**config.mk**
```make
export PLATFORM = sky130hd
export DESIGN_NAME = music_player
export DESIGN_NICKNAME = d
export VERILOG_FILES = /design/src/rtl/music_pkg.sv /design/src/rtl/tone_divider.sv /design/src/rtl/music_player.sv
export SDC_FILE = /design/constraint.sdc
export NUM_CORES = 1
export LEC_CHECK = 0
export CAP_MARGIN = 25
export CORE_ASPECT_RATIO = 2
export CORE_MARGIN = 2
export CORE_UTILIZATION = 55
export CTS_CLUSTER_DIAMETER = 50
export DETAILED_ROUTE_END_ITERATION = 7
export GPL_ROUTABILITY_DRIVEN = 0
export PLACE_DENSITY = 0.72
export SYNTH_ARGS = -nofsm -noshare
export SYNTH_HDL_FRONTEND = slang
export SYNTH_SLANG_ARGS = --single-unit
```
**constraint.sdc**
```tcl
create_clock -name Clock -period 9.97 [get_ports Clock]
set_input_delay 1.994 -clock Clock [delete_from_list [all_inputs] [get_ports Clock]]
set_output_delay 1.994 -clock Clock [all_outputs]
set_load 0.01 [all_outputs]
```
**src/rtl/music_pkg.sv**
```systemverilog
// music_pkg: constants shared by the music player, its tone divider and the score RAM.
package music_pkg;
    localparam int KEY_W  = 4;
    localparam int TIME_W = 4;

    localparam logic [1:0] IDLE    = 2'd0;
    localparam logic [1:0] FETCH   = 2'd1;
    localparam logic [1:0] CAPTURE = 2'd2;
    localparam logic [1:0] HOLD    = 2'd3;

    // Tone half-periods in clock cycles, indexed by key; key 0 is a rest.
    localparam int HALF_PERIOD [16] = '{0, 5, 6, 7, 8, 9, 10, 11, 12, 13, 14, 15, 16, 17, 18, 19};

    function automatic int max_half_period();
        int m = 0;
        foreach (HALF_PERIOD[i]) m = (HALF_PERIOD[i] > m) ? HALF_PERIOD[i] : m;
        return m;
    endfunction

    localparam int TONE_W = $clog2(max_half_period() + 1);
endpackage

```
**src/rtl/tone_divider.sv**
```systemverilog
// tone_divider: square-wave generator whose half-period is looked up from the key.
module tone_divider import music_pkg::*; #(
    parameter int KeyBits = KEY_W
) (
    input  logic               Clock,
    input  logic               Reset,
    input  logic [KeyBits-1:0] key,
    input  logic               restart,
    output logic               Speaker
);
    logic [TONE_W-1:0] count;
    logic [TONE_W-1:0] half;
    logic              level;

    assign half = TONE_W'(HALF_PERIOD[key]);

    always_ff @(posedge Clock or posedge Reset) begin
        if (Reset) begin
            count <= '0;
            level <= 1'b0;
        end else if (restart || key == '0) begin
            count <= '0;
            level <= 1'b0;
        end else if (count == half - 1'b1) begin
            count <= '0;
            level <= ~level;
        end else begin
            count <= count + 1'b1;
        end
    end

    // Masking keeps the output silent in the cycle right after a note ends.
    assign Speaker = level & ~restart;
endmodule

```
**src/rtl/music_player.sv**
```systemverilog
// music_player: walks the score RAM, holds each note for its duration and drives the speaker.
module music_player import music_pkg::*; #(
    parameter int DataLength  = KEY_W,
    parameter int AddressBits = 5,
    parameter int ScoreLength = 3,
    parameter int BeatCycles  = 25_000_000
) (
    input  logic                   Clock,
    input  logic                   Reset,
    input  logic                   Play,
    input  logic                   Loop,
    output logic                   ReadOrWrite,
    output logic [AddressBits-1:0] Address,
    input  logic [DataLength-1:0]  KeyIn,
    input  logic [DataLength-1:0]  TimeIn,
    output logic                   Speaker,
    output logic [DataLength-1:0]  CurrentKey,
    output logic                   Busy,
    output logic                   Done
);
    localparam int BEAT_W = $clog2((2**DataLength - 1) * BeatCycles + 1);
    localparam logic [AddressBits-1:0] LAST = AddressBits'(ScoreLength - 1);

    logic [1:0]            state;
    logic [DataLength-1:0] note_time;
    logic [BEAT_W-1:0]     beat;
    logic                  hold_last;
    logic                  finish;

    assign ReadOrWrite = 1'b1;
    assign Busy        = state != IDLE;
    assign hold_last   = beat == BEAT_W'(note_time * BeatCycles - 1);
    // A zero duration marks the end of the score, as does running past the last entry.
    assign finish      = (state == CAPTURE && TimeIn == '0) ||
                         (state == HOLD && hold_last && Address >= LAST);

    always_ff @(posedge Clock or posedge Reset) begin
        if (Reset) begin
            state      <= IDLE;
            Address    <= '0;
            CurrentKey <= '0;
            note_time  <= '0;
            beat       <= '0;
            Done       <= 1'b0;
        end else begin
            Done <= 1'b0;
            if (Busy && !Play) begin
                state      <= IDLE;
                Address    <= '0;
                CurrentKey <= '0;
            end else if (finish) begin
                state      <= Loop ? FETCH : IDLE;
                Address    <= '0;
                CurrentKey <= Loop ? CurrentKey : '0;
                Done       <= !Loop;
            end else begin
                case (state)
                    IDLE:    state <= Play ? FETCH : IDLE;
                    FETCH:   state <= CAPTURE;
                    CAPTURE: begin
                        state      <= HOLD;
                        CurrentKey <= KeyIn;
                        note_time  <= TimeIn;
                        beat       <= '0;
                    end
                    HOLD: begin
                        state   <= hold_last ? FETCH : HOLD;
                        Address <= hold_last ? Address + 1'b1 : Address;
                        beat    <= beat + 1'b1;
                    end
                endcase
            end
        end
    end

    tone_divider #(.KeyBits(DataLength)) u_tone (
        .Clock   (Clock),
        .Reset   (Reset),
        .key     (CurrentKey),
        .restart (state != HOLD),
        .Speaker (Speaker)
    );
endmodule

```
==> results.cfg, run 1 <==
[detailed_routing]
viasPerCell = 6.65
met1_length_mm = 4.76
route.detailed.drc = 0
highest_layer = met4
wl_met3_um = 321
drt_pass1_iterations = 5
vias = 4643
wl_mm = 13.5
detail-route-antenna-nets = 0
routedWlPerCell_um = 19.3
drtIter0Drc = 200
wl_met2_mm = 7.80

[cts]
clk_path_buf_depth = 2
cts_root_buffer = clkbuf_16
htreeDepth = 2
cts_setup_buffers = 0
hold_buffers = 0
numCtsBuffers = 5
path_clk_slew_ns = 0.07
cts_tree = built
clkLatencyLatePin_ns = 0.29
ctsResizeCount = 0
cts.sinks = 51

[floorplan]
die_height_um = 141
die_area_um2 = 10300
rows = 50
core_area_um2 = 9260
num_io_pins = 25
die_w_um = 72.7
start_util_pct = 56.1

[critical_path]
rrSetupSlack_ns = 3.91
endpoint_kind = register
path_class = reg -> reg
r2r_start = note_time[1]
endpoint = beat[18]
r2r-end = beat[18]
crit_path_start = note_time[1]
start_kind = register
crit_fanout = 45
cp.required_ns = 10.15
arrival_ns = 6.24
r2r_cells = 17

[synth]
yosysTopAreaCellShare_pct = 24.6
synth_cells = 590
synthesis.nets = 642
synthTopCellsByCount = dfrtp_1, nand2_1, nor2_1
yosysWarnings = 0
ys_seq_area_share_pct = 24.6
synth_top_cell_by_area = dfrtp_1
avgSynthCellArea_um2 = 8.81
syn_area_um2 = 5190
synth_cell_types = 99
yosys.cell_count.top_type = dfrtp_1
async_flop_share_pct = 100
synth_edf_count = 0
synth_top_cells_by_area = dfrtp_1, ha_1, xnor2_1, xor2_1, a21oi_1
synth_seq_cells = 51
synth-main-ff-cell = dfrtp_1

[sta]
clock_skew_ns = 0.00785
rsz0062_at_grt = no
fin_crit_sh_pct = 60.8
tightest_slew_ns = 0.987
maxSlewViolCount = 0
slew_headroom_pct = 33.6
post-route-min-period_ns = 6.06
finalHoldViolations = 0
clock.fmax_mhz = 165
fin_tns_setup_ns = 0
setup_viol = 0

[layout]
syn_to_final_growth_pct = 5.11
fin_nets = 647
drive_above_1_share_pct = 9.43
fin_cells = 698
num_antenna_cells = 0

[global_route]
grt.total_usage_pct = 27.4
grt_pass1_wl_mm = 22.3
grt_overflow = 0
grt_pass1_vias = 4701
grt_max_degree = 60
antenna_found_initial = 0

[place]
dp_hpwl_mm = 10.6
dp_cells = 691
port_buffers = 23

[job]
drv_cap = 0

[run_status]
outcome = complete, no violations

[hold_path]
hold_path_class = reg -> reg
cell families (layout without fill, tap and decap cells):
family          count (synthesis)  count (layout)  synth area share [%]
xor+xnor                       55              55                  9.97
simple gates                  232             232                  25.7
buf+inv                        55              59                  7.18
other cells                     1               1                0.0722
mux                             5               5                  1.06
compound gates                151             151                  21.1
fa+ha+maj                      40              40                  10.4
flops                          51              51                  24.6
layout by cell type, fill, tap and decap left out, drive strengths merged, types with 3 or more instances in the layout:
cell and n:
xnor2 29, inv 27, o211ai 7, or3 13, nor2 38, clkdlybuf4s50 23, and4 6, nor3b 7
or2 7, o221ai 4, nor3 22, and2 6, a31oi 4, mux2i 4, a211oi 9, xor2 24
nand3 27, nor4 9, a32o 4, nand3b 3, o21ai 29, o31ai 15, dfrtp 51, nand2 44
fa 5, clkbuf 6, or4 19, ha 35, and3 13, a21o 7, nand4 8, a21oi 36
a41oi 3, o21a 5, buf 3
through the flow:
step / worst slack (ns) / cell area [µm²] / hold WS (ns) / utilization (%)
after CTS: 3.60 / 5440 / 0.526 / 58.8
final: 3.91 / 5460 / 0.525 / 59.0
after detailed placement: 3.65 / 5310 / 0.518 / 57.4
after floorplan: 4.84 / 5190 / 0.471 / -
after global routing: 3.57 / 5460 / 0.549 / 59.0
after global placement: 3.89 / 5290 / 0.508 / 57.1
registers in the layout, summed over array words and instances (netlist names):
register and flops:
beat 29, CurrentKey 4, state 2, Address 5
Done 1, note_time 4, u_tone.count 5, u_tone.level 1
layer usage:
metal | track usage [%] | vias up
met5 | 0 | -
met4 | 14.3 | 0
met3 | 1.78 | 44
met2 | 53.3 | 118
met1 | 27.8 | 2271
li1 | - | 2210
worst max-delay path, cell delays in order (launching register included):
cell	delay, ns
dfrtp_1	0.46
inv_1	0.16
fa_1	0.65
xnor2_1	0.14
ha_1	0.29
fa_1	0.50
a211oi_1	0.45
o21a_2	0.28
a21o_1	0.21
xor2_1	0.48
o21ai_0	0.28
nor4_2	0.35
a211oi_2	0.09
or4b_1	0.61
nor2_4	0.32
buf_12	0.26
nor2_2	0.08
a221o_1	0.33
worst min-delay path by stage:
stage / start / end / slack (ns) / cells after the start
5_1_grt: u_tone.count[0] / u_tone.count[0] / 0.55 / 1
3_5_place_dp: u_tone.count[0] / u_tone.count[0] / 0.52 / 1
4_1_cts: u_tone.count[0] / u_tone.count[0] / 0.53 / 1
3_3_place_gp: beat[2] / beat[2] / 0.51 / 1
6_report: beat[2] / beat[2] / 0.52 / 1
2_1_floorplan: u_tone.count[0] / u_tone.count[0] / 0.47 / 1
final cells by class:
class / instances / area, µm²
flip-flops and latches: 51 / 1280
fillers: 832 / 3800
repair buffers: 26 / 278
well taps: 104 / 130
inverters: 27 / 101
clock buffers: 6 / 129
multi-input cells: 484 / 3550
Power of run 1 is left out: the tool's default activity adds up to more than one toggle a clock period on the data nets, which glitch-free logic cannot reach.
==> inputs of run 2 (changes only) <==
- PLACE_DENSITY: 0.72 -> 0.75
- clock period: 9.97 -> 5.4 ns (I/O delays scaled with it)
==> run 2 against run 1 <==
Via count rose by 2.3%. Routed wire length rose by 2.5%. Setup slack got worse by 3.7 ns. Core utilization rose by 3.8 points. Die area did not move. Register-to-register slack got worse by 3.7 ns. Flip-flop and latch count did not move. Clock skew fell by 0.0041 ns. Count of clock-buffer cells in the layout did not move. Design area rose by 6.5%. Global-route usage rose by 0.20 points.
==> results.cfg, run 2 (synthesis gave the netlist of run 1 again) <==
[run_status]
outcome = complete, no violations

[global_route]
grt_overflow = 0
grt_pass1_wl_mm = 22.4
grt_max_degree = 43
antenna_found_initial = 0
grt.total_usage_pct = 27.6
grt_pass1_vias = 4865

[critical_path]
cp.required_ns = 5.58
endpoint_kind = register
arrival_ns = 5.38
rrSetupSlack_ns = 0.20
start_kind = register
crit_fanout = 38
path_class = reg -> reg

[layout]
seqCellArea_um2 = 1280
fillers = 781
drive_above_1_share_pct = 16.2
final_area_um2 = 5810
syn_to_final_growth_pct = 11.9
num_antenna_cells = 0
largest_reg_flops = 29
reg_top3 = beat (29), Address (5), u_tone.count (5)
final_cell_mix = dfrtp_1, nand2_1, nor2_1, a21oi_1, ha_1
multi_input_area_um2 = 3740
fin_cells = 716
final_common_cell = dfrtp_1
fin_nets = 664
largest-register = beat

[sta]
clock.fmax_mhz = 192
maxSlewViolCount = 0
finalHoldViolations = 0
slew_headroom_pct = 45.2
setup_ws_ns = 0.198
fin_crit_sh_pct = 96.3
setup_viol = 0
rsz0062_at_grt = yes
clock_skew_ns = 0.00373
post-route-min-period_ns = 5.20
whs_ns = 0.516
tightest_slew_ns = 0.823

[detailed_routing]
detail-route-antenna-nets = 0
route.detailed.drc = 0
wl_mm = 13.8
drtIter0Drc = 276
routedWlPerCell_um = 19.3
vias = 4751
viasPerCell = 6.64
drt_pass1_iterations = 5

[cts]
clk_path_buf_depth = 2
numCtsBuffers = 5
cts_root_buffer = clkbuf_16
hold_buffers = 0
clkLatencyLatePin_ns = 0.29
cts.sinks = 51
cts_tree = built
htreeDepth = 2
path_clk_slew_ns = 0.07

[floorplan]
die_area_um2 = 10300
core_area_um2 = 9260
die_w_um = 72.7
start_util_pct = 56.1
die_height_um = 141
rows = 50
num_io_pins = 25

[place]
place_ws_ns = 0.0892
placed_area_um2 = 5430
dp_hpwl_mm = 10.6
port_buffers = 23
dp_cells = 705

[job]
drv_cap = 0

[hold_path]
hold_path_class = reg -> reg
-- run 2: stage by stage --
step / util, % / TNS, ns
2_1_floorplan: - / 0
3_3_place_gp: 58.4 / 0
3_5_place_dp: 58.6 / 0
4_1_cts: 60.4 / 0
5_1_grt: 62.8 / -0.0716
6_report: 62.8 / 0
-- run 2: worst paths after layout --
| path | from | to | cells past startpoint |
|---|---|---|---|
| worst min register to register | u_tone.count[0] | u_tone.count[0] | 1 |
| worst max register to register | note_time[1] | beat[18] | 17 |
| worst max-delay path | note_time[1] | beat[18] | 17 |
| worst min-delay path | u_tone.count[0] | u_tone.count[0] | 1 |
| max in group asynchronous | Reset | Address[3] | 3 |
| min in group asynchronous | Reset | beat[11] | 2 |
-- run 2: timing repair --
action,in CTS,in global routing
endpoints found under the setup margin,0,40
gates resized for setup,0,34
buffers inserted,0,4
-- run 2: critical path, stage by stage (launching register included) --
cell and delay (ns):
dfrtp_1 0.36, inv_2 0.07, fa_2 0.64, xnor2_1 0.10
ha_1 0.36, ha_1 0.33, a211o_4 0.38, a41o_4 0.30
o2111a_2 0.30, nor3_4 0.35, o211ai_1 0.14, nor4_2 0.32
xor2_1 0.12, or4_4 0.54, nor2_4 0.17, buf_12 0.20
nor2_2 0.08, a221o_1 0.30
-- run 2: per-layer routing --
metal / track usage, % / up-vias / part of all wire (%)
li1: - / 2234 / -
met1: 27.1 / 2323 / 35
met2: 51.4 / 135 / 55
met3: 2.34 / 59 / 2.8
met4: 20.1 / 0 / 7.2
met5: 0 / - / 0
-- run 2: layout make-up --
class	count	area share [%]
tap	104	2.24
clock inverter	1	0.517
inverter	27	1.74
multi-input combinational	484	64.3
sequential	51	22.0
timing repair buffer	43	7.04
clock buffer	6	2.22
Power of run 2 is left out for the same reason.
